`src/rtl/mux_sel_ctrl.sv`:
```
// Button-driven select controller: synchronise, debounce and edge-detect five buttons, then run OFF/MANUAL/SCAN.
// A clean press is visible on sel/en/mode DB_CYCLES+3 clocks after it starts; upd strobes with each sel/en change.
module mux_sel_ctrl #(
   parameter int DB_CYCLES   = 500000,
   parameter int SCAN_PERIOD = 50000000
) (
   input  logic       clk,
   input  logic       rst_n,
   input  logic       btnl,
   input  logic       btnr,
   input  logic       btnu,
   input  logic       btnd,
   input  logic       btnc,
   output logic [3:0] sel,
   output logic       en,
   output logic [1:0] mode,
   output logic       upd
);

   localparam int DBW = (DB_CYCLES > 2) ? $clog2(DB_CYCLES) : 1;
   localparam int SPW = (SCAN_PERIOD > 2) ? $clog2(SCAN_PERIOD) : 1;
   localparam logic [DBW-1:0] DB_MAX = DBW'(DB_CYCLES - 1);
   localparam logic [SPW-1:0] SP_MAX = SPW'(SCAN_PERIOD - 1);

   localparam logic [1:0] ST_OFF  = 2'b00;
   localparam logic [1:0] ST_MAN  = 2'b01;
   localparam logic [1:0] ST_SCAN = 2'b10;

   localparam int IL = 0;
   localparam int IR = 1;
   localparam int IU = 2;
   localparam int ID = 3;
   localparam int IC = 4;

   logic [4:0]     raw, s1, s2, lvl, lvl_q, ev;
   logic [DBW-1:0] cnt [5];
   logic [1:0]     state, state_n;
   logic [3:0]     sel_n;
   logic           en_n;
   logic [SPW-1:0] tmr, tmr_n;

   assign raw  = {btnc, btnd, btnu, btnr, btnl};
   assign mode = state;

   // Any sample that disagrees with the settled level counts; an agreeing sample restarts the run.
   always_ff @(posedge clk or negedge rst_n) begin
      if (!rst_n) begin
         s1    <= '0;
         s2    <= '0;
         lvl   <= '0;
         lvl_q <= '0;
         ev    <= '0;
         for (int i = 0; i < 5; i++) cnt[i] <= '0;
      end else begin
         s1    <= raw;
         s2    <= s1;
         lvl_q <= lvl;
         ev    <= lvl & ~lvl_q;
         for (int i = 0; i < 5; i++) begin
            if (s2[i] == lvl[i]) begin
               cnt[i] <= '0;
            end else if (cnt[i] == DB_MAX) begin
               lvl[i] <= s2[i];
               cnt[i] <= '0;
            end else begin
               cnt[i] <= cnt[i] + 1'b1;
            end
         end
      end
   end

   always_comb begin
      state_n = state;
      sel_n   = sel;
      tmr_n   = tmr;
      if (ev[IC]) begin
         state_n = (state == ST_OFF) ? ST_MAN : ST_OFF;
         tmr_n   = '0;
      end else begin
         case (state)
            ST_MAN: begin
               if (ev[IR] && !ev[IL])      sel_n = sel + 4'd1;
               else if (ev[IL] && !ev[IR]) sel_n = sel - 4'd1;
               if (ev[IU]) begin
                  state_n = ST_SCAN;
                  tmr_n   = '0;
               end
            end
            ST_SCAN: begin
               // Leaving scan wins over a coincident terminal count so sel freezes where the user saw it.
               if (ev[ID]) begin
                  state_n = ST_MAN;
                  tmr_n   = '0;
               end else if (tmr == SP_MAX) begin
                  sel_n = sel + 4'd1;
                  tmr_n = '0;
               end else begin
                  tmr_n = tmr + 1'b1;
               end
            end
            default: ;
         endcase
      end
      en_n = (state_n != ST_OFF);
   end

   always_ff @(posedge clk or negedge rst_n) begin
      if (!rst_n) begin
         state <= ST_OFF;
         sel   <= '0;
         en    <= 1'b0;
         tmr   <= '0;
         upd   <= 1'b0;
      end else begin
         state <= state_n;
         sel   <= sel_n;
         en    <= en_n;
         tmr   <= tmr_n;
         upd   <= (sel_n != sel) || (en_n != en);
      end
   end

endmodule

```
`config.mk`:
```
export PLATFORM = sky130hd
export DESIGN_NAME = mux_sel_ctrl
export DESIGN_NICKNAME = d
export VERILOG_FILES = /design/src/rtl/mux_sel_ctrl.sv
export SDC_FILE = /design/constraint.sdc
export NUM_CORES = 1
export LEC_CHECK = 0
export ABC_AREA = 0
export BUFFER_PORTS_ARGS = -buffer_cell sky130_fd_sc_hd__buf_2
export CORE_ASPECT_RATIO = 0.6
export CORE_MARGIN = 4
export CORE_UTILIZATION = 55
export CTS_CLUSTER_SIZE = 14
export DETAILED_ROUTE_END_ITERATION = 7
export PLACE_DENSITY = 0.76
export SLEW_MARGIN = 20
export SYNTH_ARGS = -nofsm -noshare
export SYNTH_HDL_FRONTEND = slang
export SYNTH_SLANG_ARGS = --single-unit
```
`constraint.sdc`:
```
create_clock -name clk -period 2.9 [get_ports clk]
set_input_delay 0.145 -clock clk [delete_from_list [all_inputs] [get_ports clk]]
set_output_delay 0.145 -clock clk [all_outputs]
set_load 0.02 [all_outputs]
```
## Word-level counts from Yosys, hierarchy flattened

Cells that the tools add are included.
Widths: inputs -> output; s select.

- Mux-type cells: 26
- Equality and inequality tests: 16
- Reductions and logical operators: 14
- Add/subtract/negate cells: 8
- Bitwise gates (word level): 7

Operator list:

| operator | number |
|---|---|
| $mux 19 | 10 |
| $mux 26 | 4 |
| $add 19x1->19 const B | 5 |
| $eq 19x19->1 const B | 5 |
| $pmux 26 s2 | 1 |
| $add 26x1->26 const B | 1 |
| $eq 26x26->1 const B | 1 |
| $mux 4 | 5 |
| $reduce_and 2->1 | 6 |
| $pmux 4 s2 | 1 |
| $mux 2 | 3 |
| $and 5x5->5 | 1 |
| $eq 1x1->1 | 5 |
| $not 1->1 | 5 |
| $not 5->5 | 1 |
| $add 4x1->4 const B | 1 |
| $ne 4x4->1 | 1 |
| $pmux 2 s2 | 1 |
| $sub 4x1->4 const B | 1 |
| $ne 3x3->1 const B | 1 |
| $reduce_bool 3->1 | 1 |
| $eq 2x1->1 const B | 1 |
| $eq 2x2->1 const B | 1 |
| $logic_and 1x1->1 | 2 |
| other kinds (6) | 7 |

- Logic and storage cells: 90
- Input port bits: 7
- Register bits: 154

## Longest topological paths before layout

Gate-level depths: netlist (run 1).

- Word-level depth: 8
- Depth in mapped cells: 9
- Gate-level depth less buffers: 7

## Worst setup path after synthesis (run 1)

No wires, ideal clock.

- Path type: register to register
- Start: register sel[1]
- End: register upd
- Data arrival time: 2260 ps
- Slack: 502 ps
- Stages on the path, launching flop included: 8
- Buffers on the path: 0
- Setup time: 138 ps
- Data required time: 2762 ps
- Cells stage by stage: dfrtp_1 inv_1 ha_1 nand2b_1 o221a_2 a2111oi_2 a211oi_1 or4_1

- Cells in the longest elaborated chain, start to end: 7

RTL lines:

| what | line | source |
|---|---|---|
| start, declared | 14 | `output logic [3:0] sel,` |
| start signal, assigned | 116 | `sel <= sel_n;` |
| $add 4x1->4 / $sub 4x1->4 (equally long branches) | 82, 95, 83 |  |
| $mux 4 (on tied branches) | 94, 83 |  |
| $mux 4 (on tied branches) | 91, 82 |  |
| $pmux 4 s2 | 80 | `case (state)` |
| $mux 4 | 76 | `if (ev[IC]) begin` |
| $ne 4x4->1 * | 119 | `upd <= (sel_n != sel) \|\| (en_n != en);` |
| $logic_or 1x1->1 * | 119 |  |
| end signal, assigned | 119 |  |
| end, declared | 17 | `output logic upd` |

Every way passes the cells marked *; elsewhere a longest branch is shown, timed or not.
A chain may end at the register's enable or synchronous reset.

## Final worst setup path (run 1)

- Start: register state[1] (netlist: mode[1])
- End: register upd

- Cells in the longest elaborated chain, start to end: 6

RTL lines:

| what | line | source |
|---|---|---|
| start, declared | 37 | `logic [1:0] state, state_n;` |
| start signal, assigned | 115 | `state <= state_n;` |
| $eq 2x2->1, or another cell as far along | 80 |  |
| $pmux 2 s2 * | 80 |  |
| $mux 2 * | 76 |  |
| via state_n[1] | 37 |  |
| $reduce_bool 2->1 * | 104 | `en_n = (state_n != ST_OFF);` |
| via en_n | 39 | `logic en_n;` |
| $ne 1x1->1 * | 119 |  |
| $logic_or 1x1->1 * | 119 |  |

Mark *: on every way through the listed nets, which the timed path passes. The rest lies on a longest branch.

==> impl_metrics.ini, run 1 <==
[run_status]
status = complete, no violations

[placement]
io_buffers = 14
globalplace.congestion = 0.942
dp_hpwl_um = 10600
dpl_cell_area_sq_um = 7840

[setup_path]
cp-start-kind = flop
path_class = reg -> reg
startpoint = mode[1]$_DFF_PN0_
reg2reg_from = mode[1]$_DFF_PN0_
critPathMaxFanout = 14
critPathCapture = upd$_DFF_PN0_
rrSetupSlack_ps = 330
r2r-end = upd$_DFF_PN0_
r2r_cells = 7
critPathCaptureType = flop
critPathRequiredTime_ps = 3190
arrival_ps = 2850

[finish]
fin_util_pct = 62.3
multiInputGateArea_sq_um = 3550
diodes = 0
drive_above_1_share_pct = 9.07
fin_nets = 821
syn2layout_area_growth_pct = 11.1
final_area_sq_um = 8490
final-seq-area_sq_um = 3850
n_fill_cell = 1093

[clock_tree]
postCtsSetupRepairBufs = 0
clk_pin_slew_worst_paths_ps = 60
cts_tree = done
cts_resized = 0
cts_htree_levels = 4
cts_hold_buf = 6
cts_made_buffers = 17
cts_sinks = 154
clock_latency_ps = 420
cts.path.max_buffers = 2
cts_root_buffer = clkbuf_16

[synth]
synthTopCellsByArea = dfrtp_1 50%, nor2_1 6.6%, xnor2_1 5.7%
synth_ff_type = dfrtp_1
synth-edff-count = 0
synth-seq-cells = 154
yosysUniqueCellTypes = 60
synth.top_cell.area_share_pct = 50.5
synthArstFlopShare_pct = 100
yosys.area.top_type = dfrtp_1
synth_warnings = 0
synth_area_sq_um = 7640
syn_inst = 780
avgSynthCellArea_sq_um = 9.79
yosysMostFrequentCell = dfrtp_1
syn_nets = 798
synthTopCellsByCount = 154 x dfrtp_1, 134 x nor2_1, 54 x nand2_1, 50 x xnor2_1
yosysSeqAreaShare_pct = 50.5

[floorplan]
chipWidth_um = 160
rows = 33
start_util_pct = 56.1
coreArea_sq_um = 13600
die_height_um = 99.3
dieArea_sq_um = 15900
ios = 15

[detailed_routing]
initialDrtViolationCount = 482
drt-total-wl_um = 15300
antenna_left = 0
via_per_inst = 5.78
dr.pass1.iters = 5
vias = 5731
drc_errors = 0
wl_per_cell_um = 15.5

[power]
peakVddDrop_uv = 338
leakagePower_nw = 3.67
power_mw = 4.49
powerDensity_nw_per_um2 = 529

[global_routing]
globalRoute.totalOverflow = 0
grt_pass1_wl_um = 26100
antenna_found_initial = 0
grt_pass1_vias = 5491
grt_max_degree = 81
grtUsageTotal_pct = 20.0

[sta]
slew_viol_final = 0
hold_violations = 0
fin_crit_ps = 2570
fin_tns_setup_ps = 0
holdWs_ps = 315
worst_slew_pin_slew_ps = 741
fin_crit_sh_pct = 88.5
setup_viol = 0
relSlewSlack_pct = 50.6
fmax_ghz = 0.390
rsz0062_at_grt = no
clock_skew_ps = 9.63

[flow_run]
max_cap_violations = 0

[min_path]
worstHoldPathType = in -> async
==> logic make-up (layout without fill, tap and decap cells) <==
| group | after synthesis | in the layout | synth area share [%] |
|---|---|---|---|
| DFF | 154 | 154 | 50.5 |
| and+or+nand+nor | 390 | 390 | 25.8 |
| adders and majority gates | 11 | 11 | 1.80 |
| AOI/OAI and AO/OA | 69 | 69 | 6.24 |
| muxes | 12 | 12 | 1.67 |
| buffers and inverters | 48 | 84 | 3.01 |
| xor gates and xnor gates | 96 | 96 | 11.0 |
==> worst max-delay path, cell delays in order, from the launching register on <==
cell and delay [ps]:
dfrtp_1 430, inv_1 110, ha_1 450, nor2b_1 90
a2111oi_0 610, a211o_1 210, xor2_1 70, or4_1 460
==> power breakdown <==
group / internal, mW / switching [mW]
sequential: 2.17 / 0.0222
clock: 1.25 / 0.929
combinational: 0.0330 / 0.0816
==> cells in the final DEF (no fill, tap or decap), drive strengths merged, types with 4 or more instances in the layout <==
master and n:
inv 34, dfrtp 154, buf 19, dlygate4sd3 6
clkbuf 20, nor2b 15, a22o 6, and3 25
nor3 23, nand2b 7, nor4b 7, xor2 46
mux2 6, or4 8, nand2 54, nand4 32
and4 6, a31oi 4, a21oi 15, nor2 134
nor4 13, xnor2 50, mux2i 6, nand3 47
ha 11, o21ai 19, or2 7
==> through the flow <==
step           cells  setup slack, ps
3_5_place_dp     953              435
2_1_floorplan    780              502
6_report         991              334
3_3_place_gp     953              539
5_1_grt          991              155
4_1_cts          991              353
==> registers in the layout, summed over array words and instances (netlist names) <==
signal,cells
lvl_q,5
sel,4
s1,5
upd,1
en,1
s2,5
cnt,95
tmr,26
lvl,5
mode,2
ev,5
==> worst min-delay path by stage <==
stage,slack [ps],to,cells after the start
6_report,310,tmr[6]$_DFFE_PN0P_,2
3_3_place_gp,230,tmr[6]$_DFFE_PN0P_,1
4_1_cts,340,s1[3]$_DFF_PN0_,2
2_1_floorplan,-150,cnt[0]$_DFF_PN0_,0
5_1_grt,350,s1[3]$_DFF_PN0_,2
3_5_place_dp,240,tmr[6]$_DFFE_PN0P_,1
==> metal layers <==
metal	routed length (um)	share of wire, %	track usage [%]
met1	7440	49	28.8
met2	6890	45	30.4
met3	774	5.1	4.43
met4	214	1.4	7.07
met5	0	0	0
==> layout make-up <==
class	instances	area share, %
flip-flops and latches	154	45.4
well taps	175	2.58
clock buffers	20	5.38
multi-input cells	578	41.9
inverters	27	1.19
clock inverters	12	1.50
repair buffers	25	2.05
Note: power is estimated with default switching activity, not from simulation.
==> inputs of run 2 (changes only) <==
--- a/config.mk
+++ b/config.mk
@@ -5,10 +5,10 @@
 export SDC_FILE = /design/constraint.sdc
 export NUM_CORES = 1
 export LEC_CHECK = 0
-export ABC_AREA = 0
+export ABC_AREA = 1
 export BUFFER_PORTS_ARGS = -buffer_cell sky130_fd_sc_hd__buf_2
 export CORE_ASPECT_RATIO = 0.6
-export CORE_MARGIN = 4
+export CORE_MARGIN = 2
 export CORE_UTILIZATION = 55
 export CTS_CLUSTER_SIZE = 14
 export DETAILED_ROUTE_END_ITERATION = 7
==> impl_metrics.ini, run 2 <==
[power]
leakagePower_nw = 3.98
p_seq_share_pct = 49.4
power.share.clock_pct = 47.8
powerDensity_nw_per_um2 = 503
switching_share_pct = 24.6
internal_power_mw = 3.34
switchingPower_mw = 1.09
pwr-share-comb_pct = 2.7
peakVddDrop_uv = 289

[finish]
syn2layout_area_growth_pct = 11.8
largest_reg_flops = 95
top_register = cnt
reg.largest.list = cnt: 95 flops, tmr: 26 flops
n_fill_cell = 1127
drive_above_1_share_pct = 11.4
layout_common_cells = 154 x dfrtp_1, 142 x nand2_1, 139 x inv_1, 112 x nor2_1, 67 x a21oi_1
final_common_cell = dfrtp_1
fin_nets = 980
diodes = 0

[sta]
relSlewSlack_pct = 56.6
fin_crit_ps = 2150
fin_crit_sh_pct = 74.0
worst_slew_pin_slew_ps = 651
fin_tns_setup_ps = 0
rsz0062_at_grt = no
fmax_ghz = 0.466
setup_viol = 0
slew_viol_final = 0
holdWs_ps = 291
hold_violations = 0
clock_skew_ps = 10.6
fin_ws_ps = 753

[clock_tree]
cts_sinks = 154
cts_made_buffers = 17
cts_root_buffer = clkbuf_16
cts_resized = 0
clk_pin_slew_worst_paths_ps = 70
cts.path.max_buffers = 2
cts_htree_levels = 4
cts_tree = done
clock_latency_ps = 420

[placement]
io_buffers = 14
dp_hpwl_um = 11600
pre_cts_slack_ps = 817
globalplace.congestion = 0.996

[detailed_routing]
drt-total-wl_um = 16400
wl_per_cell_um = 14.0
antenna_left = 0
dr.pass1.iters = 6
vias = 6264
drc_errors = 0
initialDrtViolationCount = 756
via_per_inst = 5.37

[min_path]
worstHoldPathType = in -> async

[global_routing]
globalRoute.totalOverflow = 0
grt_max_degree = 71
grt_pass1_vias = 5864
grtUsageMet1_pct = 38.3
gr-usage-met3_pct = 5.69
busiest_layer = met1
antenna_found_initial = 0
grt_pass1_wl_um = 28600
grtUsageTotal_pct = 23.3
use_met2_pct = 30.0

[synth]
yosysSeqAreaShare_pct = 48.9
synth-seq-cells = 154
synth.top_cell.area_share_pct = 48.9
yosysUniqueCellTypes = 51
synth_warnings = 0
synthTopCellsByArea = dfrtp_1 49%, nand2_1 6.8%, inv_1 6.6%
synth-edff-count = 0
synth_ff_type = dfrtp_1
syn_nets = 944
syn_inst = 926
yosys.area.top_type = dfrtp_1
synthTopCellsByCount = 154 x dfrtp_1, 142 x nand2_1, 139 x inv_1, 112 x nor2_1, 67 x a21oi_1
synthArstFlopShare_pct = 100
synth_area_sq_um = 7880
avgSynthCellArea_sq_um = 8.51
yosysMostFrequentCell = dfrtp_1

[floorplan]
chipWidth_um = 159
start_util_pct = 57.0
die_height_um = 96.7
dieArea_sq_um = 15300
ios = 15
coreArea_sq_um = 13800
rows = 33

[setup_path]
arrival_ps = 2450
critPathRequiredTime_ps = 3210
critPathCaptureType = flop
critPathMaxFanout = 8
r2r-end = upd$_DFF_PN0_
rrSetupSlack_ps = 750
cp-start-kind = flop
reg2reg_from = mode[0]$_DFF_PN0_
path_class = reg -> reg
r2r_cells = 11

[run_status]
status = complete, no violations

[flow_run]
max_cap_violations = 0
[run 2: stage by stage]
stage	instance area [sq um]	cells	util, %	total power [mW]
after floorplan	7880	926	-	2.28
after global placement	8200	1129	59.3	2.34
after detailed placement	8200	1129	59.3	2.35
after CTS	8820	1166	63.7	4.47
after global routing	8820	1166	63.7	4.62
final	8820	1166	63.7	4.43
[run 2: layout make-up]
type	instances	area [sq um]	area share (%)
tap	192	240	2.72
multi-input combinational	622	3450	39.2
sequential	154	3850	43.7
clock buffer	17	425	4.83
clock inverter	14	130	1.48
timing repair buffer	23	171	1.94
inverter	144	541	6.13
[run 2: what timing repair did]
item / in CTS / in global routing
endpoints found under the hold margin: 73 / 0
hold buffers: 6 / 0
setup buffers: 0 / 0
[run 2: worst max path at each step]
stage	end	slack (ps)	start	depth (start not counted)
final	upd$_DFF_PN0_	750	mode[0]$_DFF_PN0_	11
after global routing	upd$_DFF_PN0_	510	mode[0]$_DFF_PN0_	11
after CTS	upd$_DFF_PN0_	790	mode[0]$_DFF_PN0_	11
after floorplan	upd$_DFF_PN0_	950	mode[0]$_DFF_PN0_	11
after detailed placement	tmr[19]$_DFFE_PN0P_	820	mode[0]$_DFF_PN0_	8
after global placement	tmr[19]$_DFFE_PN0P_	900	mode[0]$_DFF_PN0_	9
[run 2: logic make-up (layout without fill, tap and decap cells)]
family / after synthesis / count (layout) / share of synthesized area (%)
simple gates: 426 / 426 / 27.4
fa+ha+maj: 11 / 11 / 1.75
flops: 154 / 154 / 48.9
xor+xnor: 35 / 35 / 3.89
buf+inv: 150 / 198 / 7.29
mux: 3 / 3 / 0.429
compound gates: 147 / 147 / 10.3
[run 2: critical path, stage by stage (launching register included)]
cell     delay, ps
dfrtp_1        360
inv_1           80
ha_1           340
inv_1           70
nor2_1         390
inv_1          160
a21oi_1        200
nand2_1         70
o21ai_0        120
nor2_1          80
nor2_1         100
nand2_1         60
[run 2: power by group through the flow]
stage          Clock (mW)  Combinational (mW)  Sequential (mW)
3_3_place_gp            0               0.116             2.23
2_1_floorplan           0              0.0532             2.23
3_5_place_dp            0               0.119             2.23
5_1_grt              2.28               0.143             2.19
4_1_cts              2.16               0.125             2.19
6_report             2.12               0.122             2.19
[run 2: layer usage]
metal | wire length [um] | vias up
li1 | - | 3112
met3 | 1060 | 26
met5 | 0 | -
met1 | 8600 | 2929
met4 | 259 | 0
met2 | 6440 | 197
==> inputs of run 3 (changes only) <==
--- a/config.mk
+++ b/config.mk
@@ -5,14 +5,14 @@
 export SDC_FILE = /design/constraint.sdc
 export NUM_CORES = 1
 export LEC_CHECK = 0
-export ABC_AREA = 1
+export ABC_AREA = 0
 export BUFFER_PORTS_ARGS = -buffer_cell sky130_fd_sc_hd__buf_2
 export CORE_ASPECT_RATIO = 0.6
 export CORE_MARGIN = 2
 export CORE_UTILIZATION = 55
 export CTS_CLUSTER_SIZE = 14
 export DETAILED_ROUTE_END_ITERATION = 7
-export PLACE_DENSITY = 0.76
+export PLACE_DENSITY = 0.79
 export SLEW_MARGIN = 20
 export SYNTH_ARGS = -nofsm -noshare
 export SYNTH_HDL_FRONTEND = slang
==> constraint.sdc (replaced) <==
create_clock -name clk -period 1.9 [get_ports clk]
set_input_delay 0.095 -clock clk [delete_from_list [all_inputs] [get_ports clk]]
set_output_delay 0.095 -clock clk [all_outputs]
set_load 0.02 [all_outputs]
==> impl_metrics.ini, run 3 (synthesis gave the netlist of run 1 again) <==
[power]
leakagePower_nw = 4.15
internal_power_mw = 5.49
pwr-share-comb_pct = 2.7
power.share.clock_pct = 50.0
switchingPower_mw = 1.58
switching_share_pct = 22.4
powerDensity_nw_per_um2 = 751
peakVddDrop_uv = 596
p_seq_share_pct = 47.4

[detailed_routing]
via_per_inst = 5.88
drt-total-wl_um = 17900
drc_errors = 0
antenna_left = 0
vias = 6227
initialDrtViolationCount = 654
wl_per_cell_um = 16.9
dr.pass1.iters = 5

[finish]
final_area_sq_um = 9420
layout_common_cells = 150 x dfrtp_1, 129 x nor2_1, 54 x buf_4, 53 x nand2_1, 50 x xnor2_1
syn2layout_area_growth_pct = 23.3
final_common_cell = dfrtp_1
diodes = 0
top_register = cnt
fin_nets = 890
drive_above_1_share_pct = 20.8
fin_cells = 1059
largest_reg_flops = 95
reg.largest.list = cnt: 95 flops, tmr: 26 flops

[sta]
hold_violations = 0
holdWs_ps = 184
setup_viol = 27
slew_viol_final = 0
worst_slew_pin_slew_ps = 652
fin_crit_ps = 2120
fin_crit_sh_pct = 112
fin_ws_ps = -225
relSlewSlack_pct = 55.9
rsz0062_at_grt = yes
clock_skew_ps = 11.9
fmax_ghz = 0.471

[global_routing]
grt_pass1_wl_um = 29300
grtUsageTotal_pct = 24.9
grt_pass1_vias = 6093
grt_max_degree = 56
globalRoute.totalOverflow = 0
antenna_found_initial = 0

[clock_tree]
cts_root_buffer = clkbuf_16
cts_sinks = 154
cts.path.max_buffers = 2
cts_tree = done
cts_made_buffers = 17
clk_pin_slew_worst_paths_ps = 70
clock_latency_ps = 420
cts_htree_levels = 4

[setup_path]
crit_slowest_cell = or4b_1
path_class = reg -> reg
cp_cell_sequence = buf_12 > ha_4 > buf_4 > mux2_4 > or2_4 > nand4_1 > or4b_1 > nand3_1
rrSetupSlack_ps = -220
critPathBufInv = 2
critPathRequiredTime_ps = 2250
reg2reg_from = mode[0]$_DFF_PN0_
cp.depth = 8
cp-start-kind = flop
cp_top_family = simple AND/OR/NAND/NOR gates
critPathCaptureType = flop
arrival_ps = 2470
r2r-end = tmr[17]$_DFFE_PN0P_
r2r_cells = 8
slowest_delay_ps = 550
critPathMaxFanout = 6

[floorplan]
coreArea_sq_um = 13600
die_height_um = 95.3
start_util_pct = 56.1
ios = 15
chipWidth_um = 156
rows = 33
dieArea_sq_um = 14900

[flow_run]
max_cap_violations = 0

[placement]
globalplace.congestion = 0.936
io_buffers = 14
dp_hpwl_um = 11000
dp.cells = 1001
dpl_cell_area_sq_um = 8340

[run_status]
violations = negative setup slack
status = finished with violations

[min_path]
worstHoldPathType = in -> async
==> run 3: cell types whose count changed in the layout (fill, tap and decap cells not counted), moves of 23 or more <==
cell     previous run  this run
buf_4               2        54
nand2_1           142        53
xnor2_1            12        50
xor2_1             23        46
o21ai_0            49         4
a21oi_1            67        15
inv_1             139        22
==> run 3: per-stage QoR <==
step | total power [mW] | setup WS [ps] | utilization (%) | setup TNS, ps
floorplan | 3.48 | -190 | - | -254
global placement | 3.57 | -143 | 61.2 | -268
detailed placement | 3.58 | -226 | 61.2 | -1240
CTS | 7.09 | -217 | 67.7 | -1770
global route | 7.28 | -281 | 69.1 | -4970
finish | 7.07 | -225 | 69.1 | -3220
==> run 3: metal layers <==
layer	share of wire [%]	vias up	wire, um	global-route usage [%]
li1	-	2899	-	-
met1	46	3027	8290	34.8
met2	46	259	8210	39.6
met3	6.4	42	1140	5.73
met4	1.4	0	248	6.65
met5	0	-	0	0
==> run 3: worst max-delay path by stage <==
stage / start / endpoint / slack [ps]
global placement: mode[0]$_DFF_PN0_ / upd$_DFF_PN0_ / -140
finish: mode[0]$_DFF_PN0_ / tmr[17]$_DFFE_PN0P_ / -220
floorplan: sel[0]$_DFF_PN0_ / upd$_DFF_PN0_ / -190
global route: mode[0]$_DFF_PN0_ / upd$_DFF_PN0_ / -280
detailed placement: mode[0]$_DFF_PN0_ / upd$_DFF_PN0_ / -230
CTS: mode[0]$_DFF_PN0_ / upd$_DFF_PN0_ / -220
==> run 3: timing repair <==
item,CTS,global route
endpoints found under the hold margin,53,0
cloned,3,2
hold buffers,6,0
setup endpoints to repair,59,106
setup buffers,13,5
resized for setup,38,31
pin swaps,26,26
==> run 3: final cells by class <==
| class | count | area (sq um) |
|---|---|---|
| inverters | 27 | 109 |
| multi-input cells | 581 | 3850 |
| flip-flops and latches | 154 | 3860 |
| fillers | 958 | 4210 |
| clock inverters | 12 | 163 |
| repair buffers | 91 | 773 |
| well taps | 175 | 219 |
| clock buffers | 19 | 443 |
==> run 3: power groups by stage <==
stage | combinational (mW) | clock (mW) | sequential (mW)
final | 0.188 | 3.53 | 3.35
after global routing | 0.217 | 3.71 | 3.35
after CTS | 0.190 | 3.56 | 3.35
after detailed placement | 0.176 | 0 | 3.41
after global placement | 0.166 | 0 | 3.41
after floorplan | 0.0812 | 0 | 3.40
==> run 3: worst reg2reg max path, delay by kind of cell (launching register included) <==
| family | cells | cell delay, ps |
|---|---|---|
| DFF | 1 | 450 |
| adders and majority gates | 1 | 180 |
| muxes | 1 | 240 |
| buffers and inverters | 2 | 280 |
| and+or+nand+nor | 4 | 920 |
